## config.mk

```make
export PLATFORM = sky130hd
export DESIGN_NAME = vegeta_pu_mx
export DESIGN_NICKNAME = d
export VERILOG_FILES = /design/src/rtl/vegeta_pu_mx_pkg.sv /design/src/rtl/vegeta_pu_mx_mac.sv /design/src/rtl/vegeta_pu_mx.sv
export SDC_FILE = /design/constraint.sdc
export NUM_CORES = 2
export LEC_CHECK = 0
export CAP_MARGIN = 20
export CORE_MARGIN = 1.5
export CORE_UTILIZATION = 45
export CTS_BUF_LIST = sky130_fd_sc_hd__clkbuf_4 sky130_fd_sc_hd__clkbuf_8
export CTS_CLUSTER_DIAMETER = 30
export DETAILED_ROUTE_END_ITERATION = 16
export PLACE_DENSITY = 0.66
export SLEW_MARGIN = 5
export SYNTH_ARGS = -nofsm -noshare
export SYNTH_HDL_FRONTEND = slang
export SYNTH_HIERARCHICAL = 1
export SYNTH_SLANG_ARGS = --single-unit
```

## constraint.sdc

```tcl
create_clock -name clk -period 8.65 [get_ports clk]
set_input_delay 1.2975 -clock clk [delete_from_list [all_inputs] [get_ports clk]]
set_output_delay 1.2975 -clock clk [all_outputs]
set_load 0.02 [all_outputs]
```

## src/rtl/vegeta_pu_mx_pkg.sv

```systemverilog
// Shared types, default widths and the saturating adder for the MX sparse PU row.
package vTPU_pkg_mx;

  typedef enum logic [1:0] {
    HOLD = 2'b00,
    LOAD = 2'b01,
    COMP = 2'b10,
    CLR  = 2'b11
  } mode_e;

  typedef enum logic [1:0] {
    DENSE  = 2'b00,
    SPARSE = 2'b01
  } gemm_e;

  localparam int unsigned ELEM_W_DEF     = 8;
  localparam int unsigned ADD_W_DEF      = 24;
  localparam int unsigned SCALE_W_DEF    = 8;
  localparam int unsigned SCALE_BIAS_DEF = 127;

  // Signed add clamped to the range of a W-bit two's-complement value (W <= 62).
  function automatic logic signed [63:0] sat_add(input logic signed [63:0] a,
                                                 input logic signed [63:0] b,
                                                 input int unsigned        w);
    logic signed [63:0] s;
    logic signed [63:0] hi;
    logic signed [63:0] lo;
    s  = a + b;
    hi = (64'sd1 <<< (w - 1)) - 64'sd1;
    lo = -(64'sd1 <<< (w - 1));
    if (s > hi) begin
      s = hi;
    end else if (s < lo) begin
      s = lo;
    end
    return s;
  endfunction

endpackage

```

## src/rtl/vegeta_pu_mx_mac.sv

```systemverilog
// One sparse MAC lane: double-buffered {meta, weight}, slot select, multiply, align and add.
module vegeta_mac_mx
  import vTPU_pkg_mx::*;
#(
  parameter int unsigned ELEM_W = ELEM_W_DEF,
  parameter int unsigned M      = 4,
  parameter int unsigned META_W = $clog2(M),
  parameter int unsigned ADD_W  = ADD_W_DEF,
  parameter int unsigned SH_W   = $clog2(ADD_W)
) (
  input  logic                     clk,
  input  logic                     rst_n,
  input  logic                     clr,
  input  logic                     load_en,
  input  logic                     wb_sel,
  input  logic                     cap_en,
  input  logic                     s2_en,
  input  logic                     sparse,
  input  logic [ELEM_W+META_W-1:0] weight_in,
  input  logic [M*ELEM_W-1:0]      act_in,
  input  logic [ADD_W-1:0]         acc_in,
  input  logic                     shift_prod,
  input  logic [SH_W-1:0]          sh,
  output logic [ADD_W-1:0]         acc_out,
  output logic                     sat
);

  localparam int unsigned LANE_W = ELEM_W + META_W;

  logic [LANE_W-1:0]          buf_q [2];
  logic [LANE_W-1:0]          cur;
  logic [META_W-1:0]          slot;
  logic signed [ELEM_W-1:0]   w_s;
  logic signed [ELEM_W-1:0]   a_s;
  logic signed [2*ELEM_W-1:0] prod;
  logic signed [ADD_W-1:0]    prod_q;
  logic signed [ADD_W-1:0]    acc_q;
  logic signed [ADD_W-1:0]    a_sh;
  logic signed [ADD_W-1:0]    b_sh;
  logic signed [63:0]         raw;
  logic signed [63:0]         sum;

  // Compute always reads the buffer that is not being loaded.
  always_comb begin
    cur  = wb_sel ? buf_q[0] : buf_q[1];
    w_s  = cur[ELEM_W-1:0];
    slot = sparse ? cur[LANE_W-1:ELEM_W] : '0;
    a_s  = '0;
    for (int s = 0; s < int'(M); s++) begin
      if (META_W'(s) == slot) begin
        a_s = act_in[s*ELEM_W +: ELEM_W];
      end
    end
    prod = (2*ELEM_W)'(w_s) * (2*ELEM_W)'(a_s);
  end

  always_comb begin
    a_sh = shift_prod ? (prod_q >>> sh) : prod_q;
    b_sh = shift_prod ? acc_q : (acc_q >>> sh);
    raw  = 64'(a_sh) + 64'(b_sh);
    sum  = sat_add(64'(a_sh), 64'(b_sh), ADD_W);
    sat  = (sum != raw);
  end

  always_ff @(posedge clk or negedge rst_n) begin
    if (!rst_n) begin
      buf_q[0] <= '0;
      buf_q[1] <= '0;
      prod_q   <= '0;
      acc_q    <= '0;
      acc_out  <= '0;
    end else begin
      if (clr) begin
        buf_q[0] <= '0;
        buf_q[1] <= '0;
      end else if (load_en) begin
        buf_q[wb_sel] <= weight_in;
      end
      if (cap_en) begin
        prod_q <= ADD_W'(prod);
        acc_q  <= acc_in;
      end
      if (clr) begin
        acc_out <= '0;
      end else if (s2_en) begin
        acc_out <= sum[ADD_W-1:0];
      end
    end
  end

endmodule

```

## src/rtl/vegeta_pu_mx.sv

```systemverilog
// One systolic row of MX-scaled sparse MAC lanes with a shared exponent path and weight chain.
module vegeta_pu_mx
  import vTPU_pkg_mx::*;
#(
  parameter int unsigned NUM_LANES  = 4,
  parameter int unsigned ELEM_W     = ELEM_W_DEF,
  parameter int unsigned M          = 4,
  parameter int unsigned META_W     = $clog2(M),
  parameter int unsigned ADD_W      = ADD_W_DEF,
  parameter int unsigned SCALE_W    = SCALE_W_DEF,
  parameter int unsigned SCALE_BIAS = SCALE_BIAS_DEF
) (
  input  logic                                  clk,
  input  logic                                  rst_n,
  input  logic [1:0]                            mode,
  input  logic [1:0]                            gemm_mode,
  input  logic                                  i_wb,
  input  logic                                  weight_transferring_in,
  input  logic [NUM_LANES*(ELEM_W+META_W)-1:0]  weight_in,
  input  logic [NUM_LANES*M*ELEM_W-1:0]         act_in,
  input  logic                                  acc_valid_in,
  input  logic [NUM_LANES*ADD_W-1:0]            acc_in,
  input  logic [SCALE_W-1:0]                    input_scale,
  input  logic [SCALE_W-1:0]                    weight_scale,
  input  logic [SCALE_W-1:0]                    input_acc_scale,
  output logic                                  acc_valid_out,
  output logic [NUM_LANES*ADD_W-1:0]            acc_out,
  output logic [SCALE_W-1:0]                    output_acc_scale,
  output logic [NUM_LANES*(ELEM_W+META_W)-1:0]  weight_out,
  output logic                                  weight_transferring_out,
  output logic                                  acc_ovf
);

  localparam int unsigned LANE_W = ELEM_W + META_W;
  localparam int unsigned SH_W   = $clog2(ADD_W);
  localparam int unsigned PS_W   = SCALE_W + 2;

  mode_e                  mode_s;
  logic                   load_en;
  logic                   cap_en;
  logic                   clr;
  logic                   sparse;
  logic signed [PS_W-1:0] ps_raw;
  logic [SCALE_W-1:0]     ps;
  logic [SCALE_W-1:0]     ps_q;
  logic [SCALE_W-1:0]     acc_scale_q;
  logic                   v1_q;
  logic                   shift_prod;
  logic [SCALE_W-1:0]     os;
  logic [SCALE_W-1:0]     d;
  logic [SH_W-1:0]        sh;
  logic [NUM_LANES-1:0]   lane_sat;

  assign mode_s  = mode_e'(mode);
  assign load_en = (mode_s == LOAD) && weight_transferring_in;
  assign cap_en  = (mode_s == COMP) && acc_valid_in;
  assign clr     = (mode_s == CLR);
  assign sparse  = (gemm_mode == SPARSE);

  // Product exponent, widened so the bias subtraction can go negative before clamping.
  always_comb begin
    ps_raw = signed'({2'b00, input_scale}) + signed'({2'b00, weight_scale})
             - signed'(PS_W'(SCALE_BIAS));
    if (ps_raw[PS_W-1]) begin
      ps = '0;
    end else if (|ps_raw[PS_W-2:SCALE_W]) begin
      ps = '1;
    end else begin
      ps = ps_raw[SCALE_W-1:0];
    end
  end

  always_comb begin
    shift_prod = (ps_q < acc_scale_q);
    os         = shift_prod ? acc_scale_q : ps_q;
    d          = shift_prod ? (acc_scale_q - ps_q) : (ps_q - acc_scale_q);
    sh         = (32'(d) > ADD_W - 1) ? SH_W'(ADD_W - 1) : d[SH_W-1:0];
  end

  always_ff @(posedge clk or negedge rst_n) begin
    if (!rst_n) begin
      ps_q                    <= '0;
      acc_scale_q             <= '0;
      v1_q                    <= 1'b0;
      acc_valid_out           <= 1'b0;
      output_acc_scale        <= '0;
      acc_ovf                 <= 1'b0;
      weight_out              <= '0;
      weight_transferring_out <= 1'b0;
    end else begin
      weight_out              <= weight_in;
      weight_transferring_out <= weight_transferring_in;
      if (cap_en) begin
        ps_q        <= ps;
        acc_scale_q <= input_acc_scale;
      end
      if (clr) begin
        v1_q          <= 1'b0;
        acc_valid_out <= 1'b0;
        acc_ovf       <= 1'b0;
      end else begin
        v1_q          <= cap_en;
        acc_valid_out <= v1_q;
        if (v1_q) begin
          output_acc_scale <= os;
          if (|lane_sat) begin
            acc_ovf <= 1'b1;
          end
        end
      end
    end
  end

  for (genvar i = 0; i < int'(NUM_LANES); i++) begin : g_lane
    vegeta_mac_mx #(
      .ELEM_W (ELEM_W),
      .M      (M),
      .META_W (META_W),
      .ADD_W  (ADD_W),
      .SH_W   (SH_W)
    ) u_mac (
      .clk        (clk),
      .rst_n      (rst_n),
      .clr        (clr),
      .load_en    (load_en),
      .wb_sel     (i_wb),
      .cap_en     (cap_en),
      .s2_en      (v1_q),
      .sparse     (sparse),
      .weight_in  (weight_in[i*LANE_W +: LANE_W]),
      .act_in     (act_in[i*M*ELEM_W +: M*ELEM_W]),
      .acc_in     (acc_in[i*ADD_W +: ADD_W]),
      .shift_prod (shift_prod),
      .sh         (sh),
      .acc_out    (acc_out[i*ADD_W +: ADD_W]),
      .sat        (lane_sat[i])
    );
  end

endmodule

```

### Yosys cells after proc, flatten, opt, wreduce, memory -nomap -nowiden

Index checks and enable logic that the tools add are counted.

| word-level totals | value |
|---|---|
| flip-flop bits (word level) | 404 |
| logic and storage cells | 167 |
| input port bits | 297 |

| cells by class | value |
|---|---|
| multiplexer cells | 72 |
| add/sub/neg operators | 8 |
| shifts and indexed selects | 8 |
| eq/ne operators | 20 |
| order comparisons | 12 |
| reductions and logical operators | 13 |
| bitwise logic cells | 2 |
| multiply operators | 4 |

Operator list:

| cell | count |
|---|---|
| 2-to-1 mux 64 bit | 8 |
| 2-to-1 mux 24 bit | 16 |
| > comparator 64 x 24 -> 1 bit, second input constant | 4 |
| < comparator 64 x 24 -> 1 bit, second input constant | 4 |
| inequality test 64 bit | 4 |
| 2-to-1 mux 20 bit | 8 |
| 2-to-1 mux 8 bit | 20 |
| adder 24 x 24 -> 25 bit | 4 |
| >>> shifter 16 x 5 -> 24 bit | 4 |
| >>> shifter 24 x 5 -> 24 bit | 4 |
| bitwise mux 20 bit | 4 |
| multiplier 8 x 8 -> 16 bit | 4 |
| 2-to-1 mux 10 bit | 5 |
| equality test 2 bit, first input constant | 8 |
| subtractor 8 bit | 2 |
| demux 10 bit (select 1 bit) | 1 |
| subtractor 9 x 7 -> 10 bit, second input constant | 1 |
| adder 8 x 8 -> 9 bit | 1 |
| equality test 1 x 2 -> 1 bit, first input constant | 4 |
| > comparator 8 x 5 -> 1 bit, second input constant | 1 |
| logical NOT 2 bit | 4 |
| < comparator 8 bit | 1 |
| 2-to-1 mux 2 bit | 4 |
| nonzero test 2 bit | 3 |
| 11 further kinds | 20 |

### Depth between registers and ports, before layout

| logic depth | value |
|---|---|
| word-level depth | 15 |
| mapped depth | 34 |
| depth with buffers taken out | 32 |

### By module

Netlist, hierarchy kept.

Modules (own cells, without submodules):

| module | area each (um2) | cells an instance | sequential area each (um2) | instances |
|---|---|---|---|---|
| vegeta_mac_mx (g_lane[0].u_mac) | 9437.8 | 1072 | 2102.0 | 1 |
| vegeta_mac_mx (g_lane[3].u_mac) | 9429.0 | 1075 | 2102.0 | 1 |
| vegeta_mac_mx (g_lane[1].u_mac) | 9401.5 | 1064 | 2102.0 | 1 |
| vegeta_mac_mx (g_lane[2].u_mac) | 9381.5 | 1064 | 2102.0 | 1 |
| vegeta_pu_mx | 3218.1 | 290 | 1701.6 | 1 |

### Worst setup path after synthesis

No wires, ideal clock.

| timing | value |
|---|---|
| path kind | reg2reg |
| start point | reg ps_q[0] |
| end point | reg acc_ovf |
| stages on the path, launching flop included | 33 |
| data required time | 8511 ps |
| path buffers | 3 |
| data arrival time | 6904 ps |
| path slack | 1607 ps |
| cell sequence | dfrtp_1 inv_1 ha_1 inv_1 fa_1 a21o_4 a31oi_4 o211ai_4 mux2i_1 xor2_1 a221oi_1 nand3_1 clkbuf_1 buf_1 clkbuf_1 mux2i_1 a21oi_1 mux2i_1 o22ai_1 o22a_1 ha_1 inv_1 fa_1 nor2b_1 o31ai_2 a211oi_4 a221oi_4 a2111o_1 a41oi_4 xnor2_1 or4_1 a21oi_1 nor2_1 |

| on the way | value |
|---|---|
| word-level cells in the longest chain between the ends | 14 |
| elaborated cells between the ends (all ways) | 49 |
| those cells by class | add/sub: 6; order compare: 10; eq/ne: 4; shift: 8; mux: 18; reduce/logical: 3 |

Ends and longest elaborated chain:

| element | RTL line | source |
|---|---|---|
| start, declared | vegeta_pu_mx.sv:45 | `logic [SCALE_W-1:0] ps_q;` |
| start signal, assigned | vegeta_pu_mx.sv:94 | `ps_q <= ps;` |
| subtractor 8 bit or < comparator 8 bit (tied branches) | vegeta_pu_mx.sv:76, vegeta_pu_mx.sv:74 |  |
| 2-to-1 mux 8 bit (*) | vegeta_pu_mx.sv:76 | `d = shift_prod ? (acc_scale_q - ps_q) : (ps_q - acc_scale_q);` |
| > comparator 8 x 5 -> 1 bit | vegeta_pu_mx.sv:77 | `sh = (32'(d) > ADD_W - 1) ? SH_W'(ADD_W - 1) : d[SH_W-1:0];` |
| 2-to-1 mux 5 bit (*) | vegeta_pu_mx.sv:77 |  |
| via sh[1] | vegeta_pu_mx.sv:51 | `logic [SH_W-1:0] sh;` |
| >>> shifter 16 x 5 -> 24 bit or >>> shifter 24 x 5 -> 24 bit (tied branches) | vegeta_pu_mx_mac.sv:58, vegeta_pu_mx_mac.sv:59 |  |
| 2-to-1 mux 24 bit, on equally long branches | vegeta_pu_mx_mac.sv:58, vegeta_pu_mx_mac.sv:59 |  |
| adder 24 x 24 -> 25 bit (*) | vegeta_pu_mx_pkg.sv:28, vegeta_pu_mx_mac.sv:60 |  |
| < comparator 64 x 24 -> 1 bit | vegeta_pu_mx_pkg.sv:33 | `end else if (s < lo) begin` |
| 2-to-1 mux 64 bit | vegeta_pu_mx_pkg.sv:33 |  |
| 2-to-1 mux 64 bit | vegeta_pu_mx_pkg.sv:31 | `if (s > hi) begin` |
| inequality test 64 bit (*) | vegeta_pu_mx_mac.sv:62 | `sat = (sum != raw);` |
| via lane_sat[1] | vegeta_pu_mx.sv:52 | `logic [NUM_LANES-1:0] lane_sat;` |
| OR reduction 4 bit (*) | vegeta_pu_mx.sv:106 | `if (\|lane_sat) begin` |
| nonzero test 2 bit (no line) (*) | n/a |  |
| AND reduction 2 bit (no line) (*) | n/a |  |
| end signal, assigned | vegeta_pu_mx.sv:87 | `acc_ovf <= 1'b0;` |
| end signal, assigned | vegeta_pu_mx.sv:100 | `acc_ovf <= 1'b0;` |
| end signal, assigned | vegeta_pu_mx.sv:107 | `acc_ovf <= 1'b1;` |
| end, declared | vegeta_pu_mx.sv:31 | `output logic acc_ovf` |

Mark *: on every way through the listed nets, which the timed path passes. The rest lies on a longest branch.
A chain may end at the register's enable or synchronous reset.

### Final worst setup path

Same ends and word-level chain as after synthesis.

==> results.md <==
Run status:
- The run finished with clean final reports.

STA:
- Setup violations remaining at the end of the flow were counted as 0.
- The remaining max-slew budget at the tightest pin is 34.6%.
- The shortest clock period the worst path allows after layout is 8150 ps.
- The count of final max-slew check failures is 0.
- The maximum operating frequency is 0.123 GHz.
- Setup repair after global routing left no endpoint under its margin.
- The final cycle utilization of the critical path is 94.3%.
- The setup clock skew after layout is 43.7 ps.
- The worst-margin pin slew is 954 ps.
- The count of final hold-check violations is 0.
- After routing, the total negative slack on setup checks comes to 0 ps.

GRT:
- The number of antenna violations at the first check in global routing is 21.
- After global routing the overflow that remains totals 0.
- The number of global-route vias before repair is 34800.
- The aggregate global-route resource usage is 25.9%.
- The first global-routing pass estimated 193000 µm of wire.
- Entering global routing, the biggest net connects 173 pins.

Yosys:
- The post-synthesis register bit count is 404.
- A synthesized cell averages 8.95 µm².
- Of the synthesized area, sequential elements account for 24.7%.
- The number of synthesized flops with an enable pin is 0.
- The share of synthesized registers carrying an async set or reset is 100%.
- The post-synth design cell area is 40900 µm².
- The share of Yosys cell area claimed by the top area cell type is 24.7%.
- The number of distinct standard cells referenced by the synthesized netlist is 113.
- The largest total area in the synthesized netlist belongs to sky130_fd_sc_hd__dfrtp_1.
- The number of instances in the synthesized netlist is 4565.
- The number of nets handed over by synthesis was 5331.
- By area the synthesized netlist is led by sky130_fd_sc_hd__dfrtp_1, sky130_fd_sc_hd__fa_1, sky130_fd_sc_hd__ha_1.
- The number of warnings printed during yosys synthesis is 6.
- The most used flip-flop cell after synthesis is sky130_fd_sc_hd__dfrtp_1.

CTS:
- The clock net sink count is 404.
- The clock tree synthesis step divided the H-tree into 3 levels.
- Counting along the longest clock path gives a buffer depth of 3.
- The CTS clock-pin slew for the worst setup and hold paths is 60 ps.
- The tree is rooted in a sky130_fd_sc_hd__clkbuf_8.
- The clock latency on the worst-skew pair is 760 ps.
- The number of hold-repair buffers added at the cts stage is 0.
- The number of setup buffers added after CTS is 0.
- TritonCTS created 110 clock buffers.
- TritonCTS built the clock tree.
- Gates resized during post-CTS repair numbered 0.

Die:
- The die footprint is 92600 µm².
- For this configuration, the core starts out at a cell density of 45.4%.
- After floorplanning, the core was divided into 110 placement rows.
- Pin placement for this block handled 444 I/O pins.
- The floorplan step set the die width to 304 µm.
- The die height is 304 µm.
- The core area is 90000 µm².

Critical path:
- The stage delay of the slowest cell on the critical path is 590 ps.
- The worst setup path is captured at a flop.
- The worst setup path is launched from a flop.
- The slowest stage of the critical path is the sky130_fd_sc_hd__nand4_1 cell.
- The critical path's most frequent cell is sky130_fd_sc_hd__inv_1.
- Along the worst path, the maximum fanout reaches 12.
- The data required time of the critical path is 9260 ps.
- For the worst setup path, the data arrival time is 8760 ps.
- The worst register-to-register path has a depth of 31.
- The start-to-end type of the worst setup path is reg2reg.

Min path:
- The min-delay analysis places its worst path in the category in2async.

Layout:
- The fill cell total of the finished layout is 8275.
- The finished layout cell area is 49100 µm².
- Compared with the post-synthesis result, the final layout area differs by 20.0%.
- The layout cell share with drive strength beyond 1 is 13.2%.
- The final standard cell utilization of the core is 54.5%.
- The post-layout net count is 5690.
- The filler-free cell count of the finished design is 6208.

Power and ir drop:
- The cell internal power dissipation is 9.97 mW.
- The design draws 19.2 mW.
- Power spread over the standard cell area amounts to 392 nW/µm².
- For this design the total switching power over the nets is 9.25 mW.
- In this run, flip-flops and latches consume 14.8% of the power.
- The share of total power in the clock network is 16.4%.
- The share of power burned in combinational logic is 68.9%.
- The fraction of power spent switching nets is 48.1%.
- The worst IR drop on VDD is 0.000259 V.
- The static leakage is 22.0 nW.

Placement:
- The placed instance count is 5986.
- Detailed placement ended at an HPWL of 92500 µm.
- The count of buffers from port buffering is 443.
- The global placement routability congestion is 0.955.
- The post-placement cell area is 46200 µm².

Detailed routing:
- Dividing the detail-routed via count by the number of cells gives 5.71.
- The routed layout has 35400 vias.
- The routed length per placed instance is 19.5 µm.
- The DRC violations left is 0.
- The count of nets left with antenna violations once routing finished came out at 0.
- The violation count after the first detailed-routing iteration is 2885.
- The first-pass iteration count of the detailed router is 6.
- The routed design has 121000 µm of wire.

Job:
- The max-cap check violation count is 0.
[cell usage in the layout, fill, tap and decap left out, types with 137 or more instances in the layout]
| master | Yosys | layout |
|---|---|---|
| sky130_fd_sc_hd__o21ai_0 | 240 | 240 |
| sky130_fd_sc_hd__clkbuf_8 | 0 | 137 |
| sky130_fd_sc_hd__a21oi_1 | 349 | 349 |
| sky130_fd_sc_hd__mux2i_1 | 187 | 187 |
| sky130_fd_sc_hd__nor2_1 | 380 | 379 |
| sky130_fd_sc_hd__nand2_1 | 604 | 604 |
| sky130_fd_sc_hd__clkdlybuf4s50_1 | 0 | 441 |
| sky130_fd_sc_hd__ha_1 | 238 | 238 |
| sky130_fd_sc_hd__fa_1 | 231 | 231 |
| sky130_fd_sc_hd__inv_1 | 365 | 363 |
| sky130_fd_sc_hd__mux2_2 | 209 | 209 |
| sky130_fd_sc_hd__dfrtp_1 | 404 | 403 |
[registers in the layout, summed over array words and instances, names as in the netlist]
| signal | count |
|---|---|
| g_lane.u_mac/acc_out | 96 |
| weight_out | 40 |
| output_acc_scale | 8 |
| ps_q | 8 |
| g_lane.u_mac/prod_q | 64 |
| acc_ovf | 1 |
| g_lane.u_mac/buf_q | 80 |
| acc_scale_q | 8 |
| weight_transferring_out | 1 |
| g_lane.u_mac/acc_q | 96 |
| acc_valid_out | 1 |
| v1_q | 1 |
[path summary, 6_finish.rpt]
check,slack [ps],start,to
min in group clk,490,g_lane[0].u_mac/acc_out[0],g_lane[0].u_mac/acc_out[0]
max,500,ps_q[0],acc_ovf
max in group asynchronous,6860,rst_n,g_lane[3].u_mac/acc_q[4]
min reg2reg,490,g_lane[0].u_mac/acc_out[0],g_lane[0].u_mac/acc_out[0]
max reg2reg,500,ps_q[0],acc_ovf
min,450,rst_n,g_lane[2].u_mac/acc_out[10]
[per-layer routing]
metal  vias up  track usage, %  part of all wire [%]
met4        14            8.69                   2.9
met5         -               0                 0.074
li1      16800               -                     -
met3       217            4.21                   5.9
met2      1150            41.2                    46
met1     17300            35.8                    45
[critical path, delay by kind of cell, from the launching register on]
| kind | cells | cell delay, ps |
|---|---|---|
| AOI/OAI and AO/OA | 12 | 2920 |
| xor gates and xnor gates | 2 | 340 |
| adders and majority gates | 4 | 1210 |
| buffers and inverters | 5 | 700 |
| DFF | 1 | 400 |
| muxes | 4 | 1000 |
| and+or+nand+nor | 4 | 1430 |
[cells in the mapped netlist, types with 55 or more instances]
cell type,number
sky130_fd_sc_hd__mux2_2,209
sky130_fd_sc_hd__nand2_1,604
sky130_fd_sc_hd__fa_1,231
sky130_fd_sc_hd__nor2b_1,55
sky130_fd_sc_hd__clkbuf_1,164
sky130_fd_sc_hd__inv_1,365
sky130_fd_sc_hd__xnor2_1,110
sky130_fd_sc_hd__dfrtp_1,404
sky130_fd_sc_hd__mux2i_1,187
sky130_fd_sc_hd__ha_1,238
sky130_fd_sc_hd__nand2b_1,72
sky130_fd_sc_hd__mux4_2,80
sky130_fd_sc_hd__o21ai_0,240
sky130_fd_sc_hd__nor2_1,380
sky130_fd_sc_hd__a221o_1,69
sky130_fd_sc_hd__a211oi_1,63
sky130_fd_sc_hd__a21oi_1,349
[per-stage QoR]
step           setup slack, ps  hold slack (ps)
4_1_cts                    398              406
6_report                   497              452
2_1_floorplan             1610              468
3_3_place_gp               610              464
3_5_place_dp               395              482
5_1_grt                   99.9              439
[cell type report]
cell class | count | area [µm²] | area share, %
Timing Repair Buffer | 498 | 4960 | 10.1
Clock inverter | 61 | 876 | 1.79
Inverter | 375 | 1420 | 2.89
Clock buffer | 146 | 1950 | 3.98
Sequential cell | 404 | 10100 | 20.6
Multi-Input combinational cell | 3535 | 28200 | 57.5
Antenna cell | 13 | 32.5 | 0.0663
Tap cell | 1176 | 1470 | 3.00
[power by group through the flow]
stage / Combinational [mW] / Sequential, mW / Clock [mW]
after floorplan: 9.83 / 2.81 / 0
after global placement: 13.0 / 2.85 / 0
after detailed placement: 13.1 / 2.85 / 0
after CTS: 13.1 / 2.83 / 3.22
after global routing: 14.6 / 2.89 / 3.32
final: 13.2 / 2.83 / 3.14
[logic make-up (layout without fill, tap and decap cells)]
family	count (synthesis)	after routing	synth area share, %
compound gates	1135	1136	18.5
xor+xnor	145	145	3.14
fa+ha+maj	469	469	18.6
buf+inv	627	1080	6.31
flops	404	404	24.7
mux	476	476	14.7
other cells	0	13	0
simple gates	1309	1309	14.0
Note: power is estimated with default switching activity, not from simulation.
